**config.mk**
```make
export PLATFORM = sky130hd
export DESIGN_NAME = seq_restoring_divider_flat
export DESIGN_NICKNAME = d
export VERILOG_FILES = /design/src/rtl/seq_restoring_divider_pkg.sv /design/src/rtl/seq_restoring_divider_if.sv /design/src/rtl/seq_restoring_divider_step.sv /design/src/rtl/seq_restoring_divider.sv /design/src/flat_wrapper.sv
export SDC_FILE = /design/constraint.sdc
export NUM_CORES = 1
export LEC_CHECK = 0
export ABC_AREA = 1
export BUFFER_PORTS_ARGS = -buffer_cell sky130_fd_sc_hd__buf_2
export CORE_UTILIZATION = 63
export CTS_BUF_LIST = sky130_fd_sc_hd__clkbuf_8
export DETAILED_ROUTE_END_ITERATION = 8
export PLACE_DENSITY = 0.91
export SLEW_MARGIN = 10
export SYNTH_ARGS = -nofsm -noshare
export SYNTH_HDL_FRONTEND = slang
export SYNTH_SLANG_ARGS = --single-unit
```
**constraint.sdc**
```tcl
create_clock -name clk -period 2.56 [get_ports clk]
set_input_delay 0.384 -clock clk [delete_from_list [all_inputs] [get_ports clk]]
set_output_delay 0.384 -clock clk [all_outputs]
set_load 0.01 [all_outputs]
```
**src/rtl/seq_restoring_divider_pkg.sv**
```systemverilog
`default_nettype none
// ============================================================================
//  Module   : div_pkg
//  Purpose  : Shared definitions for the sequential restoring divider:
//             default operand widths, FSM state encoding and the quotient
//             value reported for a divide-by-zero.
//  Revision : 1.0  initial release
// ============================================================================
package div_pkg;

    // Default dividend/quotient and divisor/remainder widths.
    localparam int unsigned DIV_N_W = 16;
    localparam int unsigned DIV_D_W = 8;

    // Divider FSM states.
    typedef enum logic [1:0] {
        IDLE = 2'd0,
        CALC = 2'd1,
        DONE = 2'd2
    } div_state_t;

    // Quotient reported when the divisor is zero (all ones).
    localparam logic [DIV_N_W-1:0] DIV_DBZ_QUOTIENT = '1;

endpackage : div_pkg
`default_nettype wire

```
**src/rtl/seq_restoring_divider_if.sv**
```systemverilog
`default_nettype none
// ============================================================================
//  Module   : seq_restoring_divider_if
//  Purpose  : Operand / result handshake bundle of the restoring divider.
//  Ports    : in_valid/in_ready   operand handshake (dividend, divisor)
//             out_valid/out_ready result handshake (quotient, remainder,
//                                 div_by_zero)
//             modport master : operand source and result consumer
//             modport slave  : the divider itself
//  Revision : 1.0  initial release
// ============================================================================
interface seq_restoring_divider_if
    import div_pkg::*;
#(
    parameter int unsigned N_W = DIV_N_W,
    parameter int unsigned D_W = DIV_D_W
);
    logic           in_valid;
    logic           in_ready;
    logic [N_W-1:0] dividend;
    logic [D_W-1:0] divisor;
    logic           out_valid;
    logic           out_ready;
    logic [N_W-1:0] quotient;
    logic [D_W-1:0] remainder;
    logic           div_by_zero;

    modport master (
        output in_valid, dividend, divisor, out_ready,
        input  in_ready, out_valid, quotient, remainder, div_by_zero
    );

    modport slave (
        input  in_valid, dividend, divisor, out_ready,
        output in_ready, out_valid, quotient, remainder, div_by_zero
    );

endinterface : seq_restoring_divider_if
`default_nettype wire

```
**src/rtl/seq_restoring_divider_step.sv**
```systemverilog
`default_nettype none
// ============================================================================
//  Module   : div_step
//  Purpose  : One combinational restoring-division step. Shifts the next
//             dividend bit into the partial remainder, trial-subtracts the
//             divisor and keeps the difference when it is non-negative.
//  Ports    : i_partial  partial remainder in (D_W+1 bits)
//             i_bit      next dividend bit (MSB first)
//             i_divisor  divisor
//             o_partial  partial remainder out
//             o_qbit     quotient bit produced by this step
//  Revision : 1.0  initial release
// ============================================================================
module div_step #(
    parameter int unsigned D_W = 8
) (
    input  wire logic [D_W:0]   i_partial,
    input  wire logic           i_bit,
    input  wire logic [D_W-1:0] i_divisor,
    output logic      [D_W:0]   o_partial,
    output logic                o_qbit
);

    // One guard bit above the shifted partial so the sign of the trial
    // difference is never lost, whatever the incoming partial holds.
    logic [D_W+1:0] w_shifted;
    logic [D_W+1:0] w_trial;

    always_comb begin
        w_shifted = {i_partial, i_bit};
        w_trial   = w_shifted - {2'b00, i_divisor};
        o_qbit    = ~w_trial[D_W+1];
        o_partial = o_qbit ? w_trial[D_W:0] : w_shifted[D_W:0];
    end

endmodule : div_step
`default_nettype wire

```
**src/rtl/seq_restoring_divider.sv**
```systemverilog
`default_nettype none
// ============================================================================
//  Module   : seq_restoring_divider
//  Purpose  : Sequential unsigned restoring divider, one quotient bit per
//             clock. A divisor of zero skips the iteration and reports an
//             all-ones quotient, the low dividend bits as remainder and
//             div_by_zero.
//  Ports    : clk    rising-edge clock
//             rst_n  asynchronous active-low reset
//             bus    seq_restoring_divider_if.slave (operand/result
//                    valid-ready handshakes)
//  Revision : 1.0  initial release
// ============================================================================
module seq_restoring_divider
    import div_pkg::*;
#(
    parameter int unsigned N_W = DIV_N_W,
    parameter int unsigned D_W = DIV_D_W
) (
    input  wire logic              clk,
    input  wire logic              rst_n,
    seq_restoring_divider_if.slave bus
);

    localparam int unsigned          c_CNT_W    = $clog2(N_W);
    localparam logic [c_CNT_W-1:0]   c_CNT_LAST = c_CNT_W'(N_W - 1);

    div_state_t         r_state;
    div_state_t         w_state_nxt;
    logic [c_CNT_W-1:0] r_count;
    logic [N_W-1:0]     r_shift;      // dividend bits out, quotient bits in
    logic [D_W:0]       r_partial;
    logic [D_W-1:0]     r_divisor;
    logic [N_W-1:0]     r_quotient;
    logic [D_W-1:0]     r_remainder;
    logic               r_dbz;

    logic               w_accept;
    logic               w_div_zero;
    logic [D_W:0]       w_partial_nxt;
    logic               w_qbit;

    assign w_accept   = (r_state == IDLE) && bus.in_valid;
    assign w_div_zero = (bus.divisor == '0);

    div_step #(
        .D_W (D_W)
    ) u_step (
        .i_partial (r_partial),
        .i_bit     (r_shift[N_W-1]),
        .i_divisor (r_divisor),
        .o_partial (w_partial_nxt),
        .o_qbit    (w_qbit)
    );

    // ---------------------------------------------------------------- state
    always_ff @(posedge clk or negedge rst_n) begin
        if (!rst_n) begin
            r_state <= IDLE;
        end else begin
            r_state <= w_state_nxt;
        end
    end

    // ----------------------------------------------------------- next state
    always_comb begin
        w_state_nxt = r_state;
        unique case (r_state)
            IDLE: begin
                if (w_accept) begin
                    w_state_nxt = w_div_zero ? DONE : CALC;
                end
            end
            CALC: begin
                if (r_count == '0) begin
                    w_state_nxt = DONE;
                end
            end
            DONE: begin
                if (bus.out_ready) begin
                    w_state_nxt = IDLE;
                end
            end
            default: w_state_nxt = IDLE;
        endcase
    end

    // -------------------------------------------------------------- outputs
    always_comb begin
        bus.in_ready    = (r_state == IDLE);
        bus.out_valid   = (r_state == DONE);
        bus.quotient    = r_quotient;
        bus.remainder   = r_remainder;
        bus.div_by_zero = r_dbz;
    end

    // ------------------------------------------------------------- datapath
    always_ff @(posedge clk or negedge rst_n) begin
        if (!rst_n) begin
            r_count     <= '0;
            r_shift     <= '0;
            r_partial   <= '0;
            r_divisor   <= '0;
            r_quotient  <= '0;
            r_remainder <= '0;
            r_dbz       <= 1'b0;
        end else begin
            if (w_accept) begin
                r_shift   <= bus.dividend;
                r_divisor <= bus.divisor;
                r_partial <= '0;
                if (w_div_zero) begin
                    r_quotient  <= DIV_DBZ_QUOTIENT;
                    r_remainder <= bus.dividend[D_W-1:0];
                    r_dbz       <= 1'b1;
                end else begin
                    r_count <= c_CNT_LAST;
                end
            end else if (r_state == CALC) begin
                r_partial <= w_partial_nxt;
                r_shift   <= {r_shift[N_W-2:0], w_qbit};
                if (r_count == '0) begin
                    // Publish the result on the same edge that enters DONE,
                    // so the visible outputs only ever change to a whole
                    // finished result.
                    r_quotient  <= {r_shift[N_W-2:0], w_qbit};
                    r_remainder <= w_partial_nxt[D_W-1:0];
                    r_dbz       <= 1'b0;
                end else begin
                    r_count <= r_count - 1'b1;
                end
            end
        end
    end

endmodule : seq_restoring_divider
`default_nettype wire
```
**src/flat_wrapper.sv**
```systemverilog
// flat-port wrapper written by rule: the top's interface ports become plain ports
module seq_restoring_divider_flat import div_pkg::*;
#(
    parameter int unsigned N_W = DIV_N_W,
    parameter int unsigned D_W = DIV_D_W
)
  (clk, rst_n, bus_in_valid, bus_dividend, bus_divisor, bus_out_ready, bus_in_ready, bus_out_valid, bus_quotient, bus_remainder, bus_div_by_zero);
  seq_restoring_divider_if #(.N_W(N_W), .D_W(D_W)) bus_i ();
  input  wire logic clk;
  input  wire logic rst_n;
  input wire logic [$bits(bus_i.in_valid)-1:0] bus_in_valid;
  input wire logic [$bits(bus_i.dividend)-1:0] bus_dividend;
  input wire logic [$bits(bus_i.divisor)-1:0] bus_divisor;
  input wire logic [$bits(bus_i.out_ready)-1:0] bus_out_ready;
  output wire logic [$bits(bus_i.in_ready)-1:0] bus_in_ready;
  output wire logic [$bits(bus_i.out_valid)-1:0] bus_out_valid;
  output wire logic [$bits(bus_i.quotient)-1:0] bus_quotient;
  output wire logic [$bits(bus_i.remainder)-1:0] bus_remainder;
  output wire logic [$bits(bus_i.div_by_zero)-1:0] bus_div_by_zero;
  assign bus_i.in_valid = bus_in_valid;
  assign bus_i.dividend = bus_dividend;
  assign bus_i.divisor = bus_divisor;
  assign bus_i.out_ready = bus_out_ready;
  assign bus_in_ready = bus_i.in_ready;
  assign bus_out_valid = bus_i.out_valid;
  assign bus_quotient = bus_i.quotient;
  assign bus_remainder = bus_i.remainder;
  assign bus_div_by_zero = bus_i.div_by_zero;
  seq_restoring_divider #(.N_W(N_W), .D_W(D_W)) u_core (.clk(clk), .rst_n(rst_n), .bus(bus_i));
endmodule
```
==> impl_metrics.ini, run 1 <==
[status]
status = complete, no violations

[worst_setup_path]
critPathKind = reg2reg
crit_chain = ha_1 -> nand2_1 -> nand2_1 -> a21oi_1 -> nand4_1 -> nand2_2 -> nand3_1 -> nand3_1 -> nand2_1 -> inv_1
path_buf_inv = 1
worstPathRequired_ns = 2.85
path_max_fanout = 11
cp-end-kind = flop
slowest_stage = dfrtp_1
crit_top_cell = nand2_1
startpoint_type = flop
cp_top_family = simple AND/OR/NAND/NOR gates
worstPathArrival_ns = 2.49
cp_slowest_stage_delay_ns = 0.42

[yosys]
seq_area_frac_synth_pct = 47.4
synth-warning-count = 0
syn_area_mm2 = 0.00338
synthFlopType = dfrtp_1
synth-seq-cells = 64
yosys.cell_types.count = 33
synthCells = 421
synth_edf_count = 0
syn_avg_cell_area_um2 = 8.02
synth_fp_nets = 459
async_flop_share_pct = 100

[power_and_ir_drop]
p_int_mw = 3.19
swShare_pct = 45.7
clkPwrFrac_pct = 16.0
share_comb_of_total_power_pct = 53.6
switching_power_mw = 2.69
power_density_mw_per_mm2 = 1500
p_seq_share_pct = 30.4
max-vdd-ir-drop_mv = 0.917
power_leakage_nw = 2.08

[timing]
hold_viol = 0
relSlewSlack_pct = 37.9
setup_viol = 0
tightest_slew_ns = 0.931
clock_skew_ns = 0.00906
layout_min_cycle_time_ns = 2.21
fmax_mhz = 453
rsz0062_at_grt = no
final.setup.tns_ns = 0
finalMaxSlewViolations = 0
period_share_pct = 86.2

[routing]
drt-total-wl_mm = 7.97
vias = 3064
via_per_inst = 5.53
ant_nets = 0
drt_iter0_markers = 318
route.detailed.drc = 0
route.detailed.wl_per_inst_um = 14.4
firstDrtPassIters = 5

[grt]
grt-ovfl-total = 0
track_usage_pct = 30.5
grt_pass1_wl_mm = 12.6
antenna_found_initial = 0
grt_start_max_net_pins = 43
grt_pass1_vias = 2881

[clock_tree]
clock-sinks = 64
cts_max_level = 3
cts_tree = done
clk_latency_ns = 0.35
clockBufferDepth = 2
cts_root_buf = clkbuf_8
numCtsBuffers = 9
clkTransAtPathRegs_ns = 0.07

[die]
num_rows = 26
placeableCoreArea_mm2 = 0.00514
ioPinCount = 55
die-area_mm2 = 0.00566
dieWidth_um = 75.2
die_h_um = 75.2
start_util_pct = 65.7

[place]
place_area_mm2 = 0.00370
place_congestion = 0.868
portBuffers = 54
dp_hpwl_mm = 5.61

[layout]
final_area_mm2 = 0.00393
antenna_cells = 0
nets = 517
final_common_cell = nand2_1
area_growth_pct = 16.3
drive_above_1_share_pct = 23.3
layout_common_cells = nand2_1, dfrtp_1, buf_2, inv_1, nor2_1

[job]
maxCapViolations = 0

[worst_hold_path]
hold_path_class = in2reg
[state kept, by name (all words and copies together) (netlist names)]
name and cells:
u_core.r_state 2, u_core.r_shift 16, u_core.r_count 4, u_core.bus.remainder 8, u_core.bus.quotient 16, u_core.bus.div_by_zero 1, u_core.r_partial 9, u_core.r_divisor 8
[power by group through the flow]
| stage | sequential (mW) | clock (mW) | combinational, mW |
|---|---|---|---|
| 2_1_floorplan | 1.84 | 0 | 2.27 |
| 3_3_place_gp | 1.76 | 0 | 2.93 |
| 3_5_place_dp | 1.80 | 0 | 3.06 |
| 4_1_cts | 1.78 | 0.939 | 3.12 |
| 5_1_grt | 1.85 | 0.985 | 3.55 |
| 6_report | 1.79 | 0.938 | 3.15 |
[layout make-up]
| type | count | area [µm²] |
|---|---|---|
| well taps | 70 | 87.6 |
| inverters | 54 | 203 |
| repair buffers | 60 | 318 |
| flip-flops and latches | 64 | 1600 |
| clock buffers | 9 | 124 |
| fillers | 384 | 1210 |
| multi-input cells | 290 | 1510 |
| clock inverters | 7 | 87.6 |
[final timing paths]
kind,from,end,slack [ns],cells after the start
setup / recovery,u_core.r_partial[5],u_core.bus.remainder[7],0.35,10
max in group asynchronous,rst_n,u_core.r_divisor[1],1.30,3
min in group asynchronous,rst_n,u_core.r_shift[2],0.53,2
hold / removal,bus_out_ready,u_core.r_state[1],0.22,2
setup reg to reg,u_core.r_partial[5],u_core.bus.remainder[7],0.35,10
hold reg to reg,u_core.r_divisor[4],u_core.r_divisor[4],0.48,2
[per-layer routing]
metal | vias up | share of wire [%] | global-route usage (%)
met5 | - | 0 | 0
met4 | 0 | 2.3 | 12.1
met3 | 27 | 5.9 | 6.83
met2 | 135 | 49 | 52.1
met1 | 1431 | 42 | 37.9
li1 | 1471 | - | -
[kinds of logic after synthesis]
kind of cell	share of synthesized area, %
XOR/XNOR	1.04
adder cells (fa/ha/maj)	3.93
buffers and inverters	8.00
AND/OR/NAND/NOR	29.0
flip-flops	47.4
AO/OA/AOI/OAI	10.6
[cell usage after synthesis, drive strengths merged, types with 3 or more instances]
master | count | area share (%)
nand4 | 6 | 1.1
nand3 | 35 | 6.5
o221ai | 7 | 1.8
nor2 | 47 | 5.7
o21ai | 30 | 4.4
inv | 54 | 6.0
or2 | 14 | 2.6
a21oi | 19 | 2.9
nand2 | 109 | 13
a31oi | 3 | 0.56
dfrtp | 64 | 47
buf | 12 | 1.9
ha | 9 | 3.3
xor2 | 3 | 0.78
[timing repair]
item                      CTS  global route
buffers inserted            0             0
hold buffers                1             0
hold endpoints to repair    2             0
resized for setup           0             0
[stage by stage]
stage	hold slack (ns)	instances	total power, mW	util (%)	setup slack [ns]
floorplan	0.0884	421	4.10	-	0.824
global placement	0.360	537	4.70	72.1	0.546
detailed placement	0.371	537	4.86	72.1	0.458
CTS	0.210	554	5.84	76.4	0.419
global route	0.218	554	6.39	76.4	0.280
finish	0.217	554	5.88	76.4	0.354
No activity file was read; power rests on OpenSTA's default activity.
==> inputs of run 2 (changes only) <==
--- a/config.mk
+++ b/config.mk
@@ -7,11 +7,12 @@
 export LEC_CHECK = 0
 export ABC_AREA = 1
 export BUFFER_PORTS_ARGS = -buffer_cell sky130_fd_sc_hd__buf_2
-export CORE_UTILIZATION = 63
+export CORE_UTILIZATION = 64
 export CTS_BUF_LIST = sky130_fd_sc_hd__clkbuf_8
 export DETAILED_ROUTE_END_ITERATION = 8
 export PLACE_DENSITY = 0.91
 export SLEW_MARGIN = 10
 export SYNTH_ARGS = -nofsm -noshare
 export SYNTH_HDL_FRONTEND = slang
+export SYNTH_HIERARCHICAL = 1
 export SYNTH_SLANG_ARGS = --single-unit
==> run 2 against run 1 <==
Against the previous run:
- clock skew down 0.0014 ns
- via count increased by 6.4%
- sequential cell count is the same
- core utilization grew 0.084 points
- clock power down 19%
- setup slack better by 0.013 ns
- register-to-register slack hardly changed
- sequential share of layout area fell by 1.1 points
- final cell count is 6.9% higher
- critical endpoint is now u_core/bus.remainder[6]
- area after synthesis up 6.5%
- count of clock-buffer cells in the layout increased by 1
- synthesized cell count rose by 11%
==> impl_metrics.ini, run 2 <==
[place]
place_congestion = 0.920
portBuffers = 54
place_area_mm2 = 0.00386
dp_hpwl_mm = 5.79

[timing]
hold_viol = 0
relSlewSlack_pct = 45.7
tightest_slew_ns = 0.815
fmax_mhz = 456
timing.hold.ws_ns = 0.201
rsz0062_at_grt = no
layout_min_cycle_time_ns = 2.19
clock_skew_ns = 0.00767
final.setup.tns_ns = 0
setup_viol = 0
period_share_pct = 85.7
finalMaxSlewViolations = 0

[clock_tree]
clkTransAtPathRegs_ns = 0.07
clk_latency_ns = 0.34
numCtsBuffers = 9
cts_tree = done
clockBufferDepth = 2
cts_max_level = 3
post_cts_resized = 0
postCtsHoldBufs = 0
cts_root_buf = clkbuf_8
clock-sinks = 64
postCtsSetupBuffers = 0

[yosys]
syn_area_mm2 = 0.00360
syn_avg_cell_area_um2 = 7.72
async_flop_share_pct = 100
synth_fp_nets = 504
synth_top_area_cell = dfrtp_1
synthTopCellsByCount = nand2_1, dfrtp_1, inv_1
synth.most_common_cell = nand2_1
synthFlopType = dfrtp_1
synth-warning-count = 6
seq_area_frac_synth_pct = 44.5
synth.area.top_cells = dfrtp_1, nand2_1, nand3_1
synthCells = 466
synth_edf_count = 0
synth_top_area_share_pct = 44.5
yosys.cell_types.count = 32
synth-seq-cells = 64

[power_and_ir_drop]
max-vdd-ir-drop_mv = 0.985
power_leakage_nw = 2.31
power_density_mw_per_mm2 = 1570
switching_power_mw = 3.12
p_int_mw = 3.21
p_seq_share_pct = 28.7
clkPwrFrac_pct = 12.0
share_comb_of_total_power_pct = 59.3
swShare_pct = 49.3

[worst_setup_path]
path_buf_inv = 3
critPathKind = reg2reg
worstPathRequired_ns = 2.84
crit_chain = inv_1 -> ha_1 -> fa_1 -> inv_1 -> nand2_1 -> nand2_1 -> nand3b_1 -> nand2_1 -> nand2_1 -> nand2_1 -> nand3_1 -> nand2_1 -> inv_1 -> o21ai_2 -> nand3_1 -> nand2_1
crit_top_cell = nand2_1
slowest_stage = fa_1
worstPathArrival_ns = 2.47
cp-end-kind = flop
cp_slowest_stage_delay_ns = 0.40
cp_top_family = simple AND/OR/NAND/NOR gates
path_max_fanout = 3
startpoint_type = flop

[layout]
antenna_cells = 0
nets = 555
final_common_cell = nand2_1
area_growth_pct = 12.1
final_area_mm2 = 0.00403
drive_above_1_share_pct = 19.3
layout_common_cells = nand2_1, dfrtp_1, inv_1, buf_2, nand3_1

[routing]
ant_nets = 0
firstDrtPassIters = 7
via_per_inst = 5.51
vias = 3260
drt_iter0_markers = 270
route.detailed.wl_per_inst_um = 14.0
drt-total-wl_mm = 8.27
route.detailed.drc = 0

[die]
ioPinCount = 55
die_h_um = 77.0
die-area_mm2 = 0.00592
placeableCoreArea_mm2 = 0.00527
num_rows = 26
start_util_pct = 68.2
dieWidth_um = 77.0

[status]
status = complete, no violations

[job]
maxCapViolations = 0

[grt]
grt-ovfl-total = 0
track_usage_pct = 31.0
grt_pass1_wl_mm = 14.4
grt_pass1_vias = 3116
antenna_found_initial = 0
grt_start_max_net_pins = 65

[worst_hold_path]
hold_path_class = in2async
==> run 2: changes by cell type in the layout (fill, tap and decap cells not counted), sizes merged, moves of 3 or more <==
cell	previous run	this run
nand2	109	190
nor2	47	22
nand3	35	51
a21oi	19	4
or2	14	3
a31oi	3	0
buf	59	56
xor2	3	0
==> run 2: worst paths after layout <==
kind	from	end	slack (ns)	depth (start not counted)
worst max-delay path	u_core/r_shift[15]	u_core/bus.remainder[6]	0.37	16
worst min-delay path	rst_n	u_core/bus.remainder[4]	0.20	2
worst max register to register	u_core/r_shift[15]	u_core/bus.remainder[6]	0.37	16
worst min register to register	u_core/bus.quotient[9]	u_core/bus.quotient[9]	0.47	2
max in group asynchronous	rst_n	u_core/bus.remainder[1]	1.80	2
min in group clk	bus_divisor[5]	u_core/r_divisor[5]	0.25	3
==> run 2: worst reg2reg max path, stage by stage, from the launching register on <==
cell      delay, ns
dfrtp_1        0.39
inv_1          0.06
ha_1           0.22
fa_1           0.40
inv_1          0.07
nand2_1        0.04
nand2_1        0.12
nand3b_1       0.11
nand2_1        0.07
nand2_1        0.04
nand2_1        0.07
nand3_1        0.08
nand2_1        0.07
inv_1          0.06
o21ai_2        0.14
nand3_1        0.09
nand2_1        0.08
==> run 2: layout make-up <==
| class | instances | area (µm²) |
|---|---|---|
| clock buffer | 10 | 138 |
| clock inverter | 6 | 35.0 |
| fill | 411 | 1240 |
| inverter | 57 | 216 |
| multi-input combinational | 329 | 1670 |
| sequential | 64 | 1600 |
| tap | 70 | 87.6 |
| timing repair buffer | 56 | 285 |
==> run 2: metrics by stage <==
step	setup slack, ns	instances	total power [mW]	utilization (%)
finish	0.367	592	6.33	76.5
global route	0.200	592	6.95	76.5
CTS	0.366	592	6.30	76.5
detailed placement	0.383	576	5.52	73.2
global placement	0.456	576	5.34	73.2
floorplan	0.685	466	4.67	-
==> run 2: metal layers <==
layer	routed length (µm)	part of all wire (%)	global-route usage (%)
met1	3600	44	39.9
met2	4010	49	51.6
met3	466	5.6	7.14
met4	185	2.2	10.4
met5	0	0	0
==> run 2: cells by family after synthesis <==
kind of cell | after synthesis | share of synthesized area [%]
AND/OR/NAND/NOR | 274 | 34.7
buffers and inverters | 73 | 9.12
flip-flops | 64 | 44.5
AO/OA/AOI/OAI | 42 | 7.20
adder cells (fa/ha/maj) | 10 | 3.69
XOR/XNOR | 3 | 0.731
==> run 2: power groups by stage <==
stage	clock [mW]	combinational (mW)	sequential, mW
2_1_floorplan	0	2.83	1.84
3_3_place_gp	0	3.54	1.80
3_5_place_dp	0	3.70	1.83
4_1_cts	0.771	3.71	1.82
5_1_grt	0.809	4.26	1.88
6_report	0.757	3.76	1.82
